**src/rtl/sw_matrix_sched_if.sv**
```systemverilog
// Handshake and bus bundle between the Smith-Waterman fill scheduler and its
// environment (start/done control, cell-score datapath, traceback memory,
// best-cell report). The scheduler is the master side.
interface sw_matrix_sched_if #(
  parameter int SCORE_WIDTH_MAX = 7,
  parameter int ROWS            = 8,
  parameter int COLS            = 8
);
  localparam int ROW_W = (ROWS > 1) ? $clog2(ROWS) : 1;
  localparam int COL_W = (COLS > 1) ? $clog2(COLS) : 1;
  localparam int TB_AW = (ROWS * COLS > 1) ? $clog2(ROWS * COLS) : 1;

  logic                       start;
  logic                       busy;
  logic                       done;
  logic                       cell_req;
  logic [ROW_W-1:0]           cell_row;
  logic [COL_W-1:0]           cell_col;
  logic [SCORE_WIDTH_MAX-1:0] nbr_top;
  logic [SCORE_WIDTH_MAX-1:0] nbr_left;
  logic [SCORE_WIDTH_MAX-1:0] nbr_diag;
  logic                       cell_ack;
  logic [SCORE_WIDTH_MAX-1:0] cell_score;
  logic [1:0]                 cell_source;
  logic                       tb_we;
  logic [TB_AW-1:0]           tb_addr;
  logic [1:0]                 tb_data;
  logic [SCORE_WIDTH_MAX-1:0] best_score;
  logic [ROW_W-1:0]           best_row;
  logic [COL_W-1:0]           best_col;

  modport master (
    input  start, cell_ack, cell_score, cell_source,
    output busy, done, cell_req, cell_row, cell_col,
           nbr_top, nbr_left, nbr_diag,
           tb_we, tb_addr, tb_data,
           best_score, best_row, best_col
  );

  modport slave (
    output start, cell_ack, cell_score, cell_source,
    input  busy, done, cell_req, cell_row, cell_col,
           nbr_top, nbr_left, nbr_diag,
           tb_we, tb_addr, tb_data,
           best_score, best_row, best_col
  );
endinterface

```
**src/rtl/sw_matrix_sched.sv**
```systemverilog
// Smith-Waterman score-matrix fill sequencer. Walks the matrix row-major,
// presents top/left/diag neighbour scores for each cell, captures the result
// into a one-row score buffer, streams source codes to traceback memory and
// keeps the strictly-greatest (earliest on ties) cell as the best cell.
module sw_matrix_sched #(
  parameter int SCORE_WIDTH_MAX = 7,
  parameter int ROWS            = 8,
  parameter int COLS            = 8
) (
  input  logic               clk,
  input  logic               rst,
  sw_matrix_sched_if.master  bus
);
  localparam int ROW_W = (ROWS > 1) ? $clog2(ROWS) : 1;
  localparam int COL_W = (COLS > 1) ? $clog2(COLS) : 1;
  localparam int TB_AW = (ROWS * COLS > 1) ? $clog2(ROWS * COLS) : 1;
  localparam logic [SCORE_WIDTH_MAX-1:0] SCORE_ZERO = {SCORE_WIDTH_MAX{1'b0}};
  localparam logic [ROW_W-1:0]           ROW_ZERO   = {ROW_W{1'b0}};
  localparam logic [COL_W-1:0]           COL_ZERO   = {COL_W{1'b0}};
  localparam logic [ROW_W-1:0]           ROW_LAST   = ROW_W'(ROWS - 1);
  localparam logic [COL_W-1:0]           COL_LAST   = COL_W'(COLS - 1);

  typedef enum logic [1:0] {
    ST_IDLE = 2'd0,
    ST_FILL = 2'd1,
    ST_DONE = 2'd2
  } state_e;

  state_e                     state_q, state_d;
  logic [ROW_W-1:0]           row_q, row_d;
  logic [COL_W-1:0]           col_q, col_d;
  logic [SCORE_WIDTH_MAX-1:0] left_q, left_d;
  logic [SCORE_WIDTH_MAX-1:0] diag_q, diag_d;
  logic [SCORE_WIDTH_MAX-1:0] best_score_q, best_score_d;
  logic [ROW_W-1:0]           best_row_q, best_row_d;
  logic [COL_W-1:0]           best_col_q, best_col_d;
  logic [SCORE_WIDTH_MAX-1:0] rowbuf_q [COLS];

  logic start_s, accept_s, last_col_s, last_cell_s;
  logic busy_s, done_s, cell_req_s;

  assign start_s     = (state_q == ST_IDLE) && bus.start;
  assign accept_s    = (state_q == ST_FILL) && bus.cell_ack;
  assign last_col_s  = (col_q == COL_LAST);
  assign last_cell_s = last_col_s && (row_q == ROW_LAST);

  // FSM state register
  always_ff @(posedge clk or posedge rst) begin
    if (rst) begin
      state_q <= ST_IDLE;
    end else begin
      state_q <= state_d;
    end
  end

  // FSM next-state: start launches a fill, the last accept finishes it
  always_comb begin
    state_d = state_q;
    case (state_q)
      ST_IDLE: begin
        if (bus.start) state_d = ST_FILL;
        else           state_d = ST_IDLE;
      end
      ST_FILL: begin
        if (accept_s && last_cell_s) state_d = ST_DONE;
        else                         state_d = ST_FILL;
      end
      ST_DONE: state_d = ST_IDLE;
      default: state_d = ST_IDLE;
    endcase
  end

  // FSM outputs decoded from the state register
  always_comb begin
    busy_s     = 1'b0;
    cell_req_s = 1'b0;
    done_s     = 1'b0;
    case (state_q)
      ST_IDLE: begin
        busy_s     = 1'b0;
        cell_req_s = 1'b0;
        done_s     = 1'b0;
      end
      ST_FILL: begin
        busy_s     = 1'b1;
        cell_req_s = 1'b1;
      end
      ST_DONE: done_s = 1'b1;
      default: done_s = 1'b0;
    endcase
  end

  // Cell walk, neighbour registers and best-cell tracking next-state
  always_comb begin
    row_d        = row_q;
    col_d        = col_q;
    left_d       = left_q;
    diag_d       = diag_q;
    best_score_d = best_score_q;
    best_row_d   = best_row_q;
    best_col_d   = best_col_q;
    if (start_s) begin
      row_d        = ROW_ZERO;
      col_d        = COL_ZERO;
      left_d       = SCORE_ZERO;
      diag_d       = SCORE_ZERO;
      best_score_d = SCORE_ZERO;
      best_row_d   = ROW_ZERO;
      best_col_d   = COL_ZERO;
    end else if (accept_s) begin
      // Strictly greater keeps the earliest cell on ties and never moves on 0.
      if (bus.cell_score > best_score_q) begin
        best_score_d = bus.cell_score;
        best_row_d   = row_q;
        best_col_d   = col_q;
      end else begin
        best_score_d = best_score_q;
      end
      if (last_col_s) begin
        // New row: there is no left or diagonal neighbour at column 0.
        col_d  = COL_ZERO;
        left_d = SCORE_ZERO;
        diag_d = SCORE_ZERO;
        if (row_q == ROW_LAST) row_d = ROW_ZERO;
        else                   row_d = row_q + ROW_W'(1);
      end else begin
        col_d  = col_q + COL_W'(1);
        left_d = bus.cell_score;
        diag_d = rowbuf_q[col_q];
      end
    end else begin
      row_d = row_q;
    end
  end

  // Datapath registers
  always_ff @(posedge clk or posedge rst) begin
    if (rst) begin
      row_q        <= ROW_ZERO;
      col_q        <= COL_ZERO;
      left_q       <= SCORE_ZERO;
      diag_q       <= SCORE_ZERO;
      best_score_q <= SCORE_ZERO;
      best_row_q   <= ROW_ZERO;
      best_col_q   <= COL_ZERO;
    end else begin
      row_q        <= row_d;
      col_q        <= col_d;
      left_q       <= left_d;
      diag_q       <= diag_d;
      best_score_q <= best_score_d;
      best_row_q   <= best_row_d;
      best_col_q   <= best_col_d;
    end
  end

  // Previous-row score buffer: cleared on start, one entry written per accept
  always_ff @(posedge clk or posedge rst) begin
    if (rst) begin
      for (int i = 0; i < COLS; i++) rowbuf_q[i] <= SCORE_ZERO;
    end else if (start_s) begin
      for (int i = 0; i < COLS; i++) rowbuf_q[i] <= SCORE_ZERO;
    end else if (accept_s) begin
      rowbuf_q[col_q] <= bus.cell_score;
    end
  end

  assign bus.busy       = busy_s;
  assign bus.done       = done_s;
  assign bus.cell_req   = cell_req_s;
  assign bus.cell_row   = row_q;
  assign bus.cell_col   = col_q;
  assign bus.nbr_top    = (cell_req_s && (row_q != ROW_ZERO)) ? rowbuf_q[col_q] : SCORE_ZERO;
  assign bus.nbr_left   = (cell_req_s && (col_q != COL_ZERO)) ? left_q : SCORE_ZERO;
  assign bus.nbr_diag   = (cell_req_s && (row_q != ROW_ZERO) && (col_q != COL_ZERO)) ? diag_q : SCORE_ZERO;
  assign bus.tb_we      = cell_req_s && bus.cell_ack;
  assign bus.tb_addr    = TB_AW'(row_q) * TB_AW'(COLS) + TB_AW'(col_q);
  assign bus.tb_data    = bus.cell_source;
  assign bus.best_score = best_score_q;
  assign bus.best_row   = best_row_q;
  assign bus.best_col   = best_col_q;
endmodule

```
**src/flat_wrapper.sv**
```systemverilog
// flat-port wrapper written by rule: the top's interface ports become plain ports
module sw_matrix_sched_flat 
#(
  parameter int SCORE_WIDTH_MAX = 7,
  parameter int ROWS            = 8,
  parameter int COLS            = 8
)
  (clk, rst, bus_start, bus_cell_ack, bus_cell_score, bus_cell_source, bus_busy, bus_done, bus_cell_req, bus_cell_row, bus_cell_col, bus_nbr_top, bus_nbr_left, bus_nbr_diag, bus_tb_we, bus_tb_addr, bus_tb_data, bus_best_score, bus_best_row, bus_best_col);
  sw_matrix_sched_if #(.SCORE_WIDTH_MAX(SCORE_WIDTH_MAX), .ROWS(ROWS), .COLS(COLS)) bus_i ();
  input  logic clk;
  input  logic rst;
  input wire logic [$bits(bus_i.start)-1:0] bus_start;
  input wire logic [$bits(bus_i.cell_ack)-1:0] bus_cell_ack;
  input wire logic [$bits(bus_i.cell_score)-1:0] bus_cell_score;
  input wire logic [$bits(bus_i.cell_source)-1:0] bus_cell_source;
  output wire logic [$bits(bus_i.busy)-1:0] bus_busy;
  output wire logic [$bits(bus_i.done)-1:0] bus_done;
  output wire logic [$bits(bus_i.cell_req)-1:0] bus_cell_req;
  output wire logic [$bits(bus_i.cell_row)-1:0] bus_cell_row;
  output wire logic [$bits(bus_i.cell_col)-1:0] bus_cell_col;
  output wire logic [$bits(bus_i.nbr_top)-1:0] bus_nbr_top;
  output wire logic [$bits(bus_i.nbr_left)-1:0] bus_nbr_left;
  output wire logic [$bits(bus_i.nbr_diag)-1:0] bus_nbr_diag;
  output wire logic [$bits(bus_i.tb_we)-1:0] bus_tb_we;
  output wire logic [$bits(bus_i.tb_addr)-1:0] bus_tb_addr;
  output wire logic [$bits(bus_i.tb_data)-1:0] bus_tb_data;
  output wire logic [$bits(bus_i.best_score)-1:0] bus_best_score;
  output wire logic [$bits(bus_i.best_row)-1:0] bus_best_row;
  output wire logic [$bits(bus_i.best_col)-1:0] bus_best_col;
  assign bus_i.start = bus_start;
  assign bus_i.cell_ack = bus_cell_ack;
  assign bus_i.cell_score = bus_cell_score;
  assign bus_i.cell_source = bus_cell_source;
  assign bus_busy = bus_i.busy;
  assign bus_done = bus_i.done;
  assign bus_cell_req = bus_i.cell_req;
  assign bus_cell_row = bus_i.cell_row;
  assign bus_cell_col = bus_i.cell_col;
  assign bus_nbr_top = bus_i.nbr_top;
  assign bus_nbr_left = bus_i.nbr_left;
  assign bus_nbr_diag = bus_i.nbr_diag;
  assign bus_tb_we = bus_i.tb_we;
  assign bus_tb_addr = bus_i.tb_addr;
  assign bus_tb_data = bus_i.tb_data;
  assign bus_best_score = bus_i.best_score;
  assign bus_best_row = bus_i.best_row;
  assign bus_best_col = bus_i.best_col;
  sw_matrix_sched #(.SCORE_WIDTH_MAX(SCORE_WIDTH_MAX), .ROWS(ROWS), .COLS(COLS)) u_core (.clk(clk), .rst(rst), .bus(bus_i));
endmodule
```
**config.mk**
```make
export PLATFORM = sky130hd
export DESIGN_NAME = sw_matrix_sched_flat
export DESIGN_NICKNAME = d
export VERILOG_FILES = /design/src/rtl/sw_matrix_sched_if.sv /design/src/rtl/sw_matrix_sched.sv /design/src/flat_wrapper.sv
export SDC_FILE = /design/constraint.sdc
export NUM_CORES = 1
export LEC_CHECK = 0
export ABC_AREA = 1
export CORE_ASPECT_RATIO = 0.5
export CORE_MARGIN = 5
export CORE_UTILIZATION = 50
export CTS_BUF_LIST = sky130_fd_sc_hd__clkbuf_8
export CTS_CLUSTER_DIAMETER = 80
export DETAILED_ROUTE_END_ITERATION = 12
export GPL_ROUTABILITY_DRIVEN = 1
export PLACE_DENSITY_LB_ADDON = 0.12
export SETUP_SLACK_MARGIN = 0.1
export SLEW_MARGIN = 20
export SYNTH_ARGS = -nofsm -noshare
export SYNTH_HDL_FRONTEND = slang
export SYNTH_SLANG_ARGS = --single-unit
```
**constraint.sdc**
```tcl
create_clock -name clk -period 3.9 [get_ports clk]
set_clock_uncertainty 0.05 [all_clocks]
set_input_delay 0.78 -clock clk [delete_from_list [all_inputs] [get_ports clk]]
set_output_delay 0.78 -clock clk [all_outputs]
set_load 0.05 [all_outputs]
```
Yosys cells after proc, flatten, opt, wreduce, memory -nomap -nowiden:

Cells that the tools add are included.
Widths: inputs -> output; s select.

* input bits: 13
* output and inout port bits: 52
* bits in registers: 91
* word-level logic and storage cells: 82

* order comparisons: 3
* bitwise operators: 1
* add/sub/neg operators: 3
* multiplexer cells: 38
* equal/unequal tests: 4
* reduce and logical (&&, ||, !) cells: 17

Operators with widths (number)
* $mux 56: 2
* $mux 7: 15
* $bwmux 56: 1
* $mux 3: 13
* $bmux 7 s3: 1
* $demux 7 s3: 1
* $logic_and 1x1->1: 9
* $gt 7x7->1: 1
* $add 3x1->3 const B: 2
* $add 6x3->6: 1
* $eq 3x3->1 const B: 2
* $reduce_bool 2->1: 3
* $reduce_bool 3->1: 2
* $ge 4x4->1 const B: 1
* $lt 4x1->1 const B: 1
* $not 3->4: 1
* $pmux 2 s2: 1
* $reduce_and 2->1: 2
* $mux 1: 3
* $eq 2x1->1 const B: 1
* $eq 2x2->1 const B: 1
* $logic_not 2->1: 1
* $mux 2: 1

Depth between registers and ports, before layout:

* depth in word-level cells: 8
* depth in mapped cells: 11

Worst setup path after synthesis:

OpenSTA, ideal clock, no wires.

* path kind: reg2out
* start: register u_core.col_q[1], in the netlist u_core.bus.cell_col[1]
* end: output port bus_nbr_diag[0]
* stages on the path, launching flop included: 7
* path slack: 0.848 ns
* arrival time: 2.222 ns
* cell sequence: dfrtp_1 inv_1 clkbuf_1 ha_1 a21oi_1 o21ai_1 nor2_1

* cells in the longest elaborated chain, start to end: 3

RTL lines
* from (decl): RTL line sw_matrix_sched.sv:31 `logic [COL_W-1:0] col_q, col_d;`
* from (signal assigned): RTL line sw_matrix_sched.sv:148 `col_q <= col_d;`
* $reduce_bool 3->1: RTL line sw_matrix_sched.sv:175 `assign bus.nbr_diag = (cell_req_s && (row_q != ROW_ZERO) && (col_q != COL_ZERO)) ? diag_q : SCORE_ZERO;`
* $logic_and 1x1->1: RTL line sw_matrix_sched.sv:175
* $mux 7: RTL line sw_matrix_sched.sv:175
* to (decl): RTL line flat_wrapper.sv:23 `output wire logic [$bits(bus_i.nbr_diag)-1:0] bus_nbr_diag;`

No other way between the ends.

Final worst setup path:

* start: register u_core.col_q[0], in the netlist u_core.bus.cell_col[0]
* end: output port bus_nbr_top[3]

* cells in the longest elaborated chain, start to end: 5

RTL lines
* $not 3->4 (not written as such): RTL line sw_matrix_sched.sv:173 `assign bus.nbr_top = (cell_req_s && (row_q != ROW_ZERO)) ? rowbuf_q[col_q] : SCORE_ZERO;`
* $bmux 7 s3: RTL line sw_matrix_sched.sv:173
* $mux 7 (not written as such) (2 in a row): RTL line sw_matrix_sched.sv:173
* $mux 7: RTL line sw_matrix_sched.sv:173
* to (decl): RTL line flat_wrapper.sv:21 `output wire logic [$bits(bus_i.nbr_top)-1:0] bus_nbr_top;`

No other way between the ends. The select of a mux whose other input is x is not followed.

==> impl_metrics.yaml <==
sta:
  finalHoldViolCount: 0
  slew_headroom_pct: 44.7
  fmax_ghz: 0.285
  finalCriticalPeriod_ps: 3510
  setup_viol: 0
  rsz0062_at_grt: "false"
  tns_ps: 0
  maxSlewViolCount: 0
  finalCritPeriodShare_pct: 90.0
  worstMarginPinSlew_ps: 827
min_path:
  hold_class: "reg -> reg"
  holdPathEnd: "u_core.diag_q[5]"
  min-delay-start: "u_core.diag_q[5]"
  whs_path_depth: 2
clock_network:
  cts_buffers: 9
  path_clk_slew_ps: 90
  clk_latency_ps: 370
  cts_hold_buffers: 0
  cts_root_buf: "clkbuf_8"
  htree_levels: 3
  post_cts_resized: 0
  post_cts_buffers: 0
  cts_tree: "done"
  cts.path.max_buffers: 2
  clock_sinks: 91
logic_synthesis:
  syn_nets: 608
  synth-seq-area-share_pct: 48.1
  synth-seq-cells: 91
  ys_top_cells_by_area: "dfrtp_1, nand2_1, nand3_1"
  syn_inst: 582
  ys_types: 23
  avgSynthCellArea_um2: 8.14
  ys_warn_count: 0
  netlist_area_mm2: 0.00474
  yosys.area.top_type: "dfrtp_1"
  synth_top_area_share_pct: 48.1
global_route:
  antenna_found_initial: 0
  grt_pass1_wl_um: 21500
  grt_max_degree: 58
  grt_pass1_vias: 4063
  grt_usage_pct: 23.6
  overflow: 0
setup_path:
  path_cells: "buf_4, nand2_1, o21ai_0, nand2_1, nand2_1, nand2_1, a21oi_1, clkdlybuf4s50_1"
  worstSetupPathType: "reg -> out"
  worst-path-stages: 8
  rr_endpoint: "u_core.left_q[6]"
  crit_required_ps: 3070
  rrSetupSlack_ps: 1340
  critPathSlowestCell: "clkdlybuf4s50_1"
  cpPeakStageDelay_ps: 830
  worstPathArrival_ps: 2680
  critPathMaxFanout: 34
  cpMostUsedCell: "nand2_1"
  critPathTopFamily: "buffers and inverters"
  worst-path-buf-inv: 2
  reg2regPathDepth: 7
  critPathCaptureType: "primary output"
  r2r-start: "u_core.bus.cell_col[0]"
  worstSetupStartpointType: "flip-flop"
power_and_ir_drop:
  leakage_nw: 2.79
  p_int_mw: 2.74
  p_sw_mw: 2.74
  irDropWorstVdd_uv: 522
  powerDensity_mw_per_mm2: 962
  swShare_pct: 50.0
  seqPwrFrac_pct: 29.0
  p_comb_share_pct: 58.8
  clock_power_share_pct: 12.2
floorplan:
  fp-row-count: 25
  fp.dieH_um: 78.8
  core-area_mm2: 0.00935
  ios: 65
  die_w_um: 148
  initial_utilization_pct: 50.6
  die-area_mm2: 0.0116
cells_and_area:
  fillCellCount: 795
  synthToLayoutAreaGrowth_pct: 20.3
  n_antenna_cell: 0
  instances_no_fill: 750
  mostFrequentLayoutCells: "nand2_1, dfrtp_1, inv_1, nand3_1, clkdlybuf4s50_1"
  final_common_cell: "nand2_1"
  layout-drive-gt1-share_pct: 10.0
  final_nets: 650
placed_design:
  dp_hpwl_um: 8830
  port_buffers: 60
  place_inst: 734
  gp_congestion: 0.846
routing:
  ant_nets: 0
  drc: 0
  viasPerCell: 5.46
  wl_um: 12700
  first_pass_iters: 5
  wire_per_inst_um: 16.9
  drtIter0Drc: 259
  vias: 4095
job:
  cap_violations: 0
outcome:
  status: "complete, no violations"
[registers in the layout, summed over array words and instances, names as in the netlist]
name	flops
u_core.left_q	7
u_core.rowbuf_q	56
u_core.bus.best_col	3
u_core.bus.cell_col	3
u_core.diag_q	7
u_core.state_q	2
u_core.bus.best_row	3
u_core.bus.cell_row	3
u_core.bus.best_score	7
[synthesized netlist by cell type]
cell and count:
nand2_1 158, nand2_2 8, nand4_4 5, nor3_1 2, nand3_2 1, ha_1 13
inv_2 5, o21ai_0 43, dfrtp_1 91, clkbuf_1 1, buf_6 2, o21ai_1 23
a21oi_4 1, nand4_1 6, buf_2 23, nand3_1 57, a21oi_1 10, inv_1 68
nor2_1 18, buf_4 13, nor2_8 1, o22ai_1 32, nor2_2 1
[metal layers]
metal / GRT usage [%] / up-vias / share of wire (%)
met5: 0 / - / 0
met4: 6.04 / 0 / 1.7
met3: 5.76 / 22 / 5.8
met2: 34.4 / 120 / 43
met1: 35.3 / 1968 / 49
li1: - / 1985 / -
[power by group through the flow]
| stage | logic (mW) | registers, mW | clock network (mW) |
|---|---|---|---|
| 2_1_floorplan | 1.97 | 1.81 | 0 |
| 3_3_place_gp | 3.17 | 1.60 | 0 |
| 3_5_place_dp | 3.22 | 1.60 | 0 |
| 4_1_cts | 3.23 | 1.59 | 0.680 |
| 5_1_grt | 3.51 | 1.64 | 0.712 |
| 6_report | 3.22 | 1.59 | 0.671 |
[layout make-up]
type	instances	area, um^2	area share [%]
Clock buffer	11	151	2.66
Clock inverter	5	52.6	0.923
Inverter	73	275	4.83
Multi-Input combinational cell	379	1950	34.2
Sequential cell	91	2280	40.0
Tap cell	121	151	2.66
Timing Repair Buffer	70	841	14.8
[tightest hold or removal path: cells and delay by family (launching register included)]
kind             cells  cell delay (ps)
DFF                  1              350
and+or+nand+nor      2              110
[cell families (layout without fill, tap and decap cells)]
group	count (synthesis)	in the layout	share of synthesized area (%)
AO/OA/AOI/OAI	109	109	12.6
buffers and inverters	112	159	10.8
flip-flops	91	91	48.1
AND/OR/NAND/NOR	257	257	25.0
adder cells (fa/ha/maj)	13	13	3.43
[worst max-delay path by stage]
stage / startpoint / slack [ps] / endpoint
final: u_core.bus.cell_col[0] / 390 / bus_nbr_top[3]
after global routing: u_core.bus.cell_col[0] / 140 / bus_nbr_top[3]
after CTS: u_core.bus.cell_col[0] / 360 / bus_nbr_top[2]
after detailed placement: u_core.bus.cell_col[0] / 790 / bus_nbr_top[2]
after global placement: bus_cell_ack / 780 / bus_tb_we
after floorplan: rst / 710 / u_core.bus.best_col[0]
[through the flow]
stage / setup slack [ps] / area, um^2 / total power [mW] / utilization, % / hold slack, ps
6_report: 392 / 5700 / 5.48 / 60.9 / 437
5_1_grt: 142 / 5700 / 5.87 / 60.9 / 467
4_1_cts: 356 / 5700 / 5.50 / 60.9 / 439
3_5_place_dp: 786 / 5490 / 4.82 / 58.7 / 419
3_3_place_gp: 778 / 5490 / 4.77 / 58.7 / 417
2_1_floorplan: 706 / 4740 / 3.78 / - / 399
(Power assumes the default switching activity.)
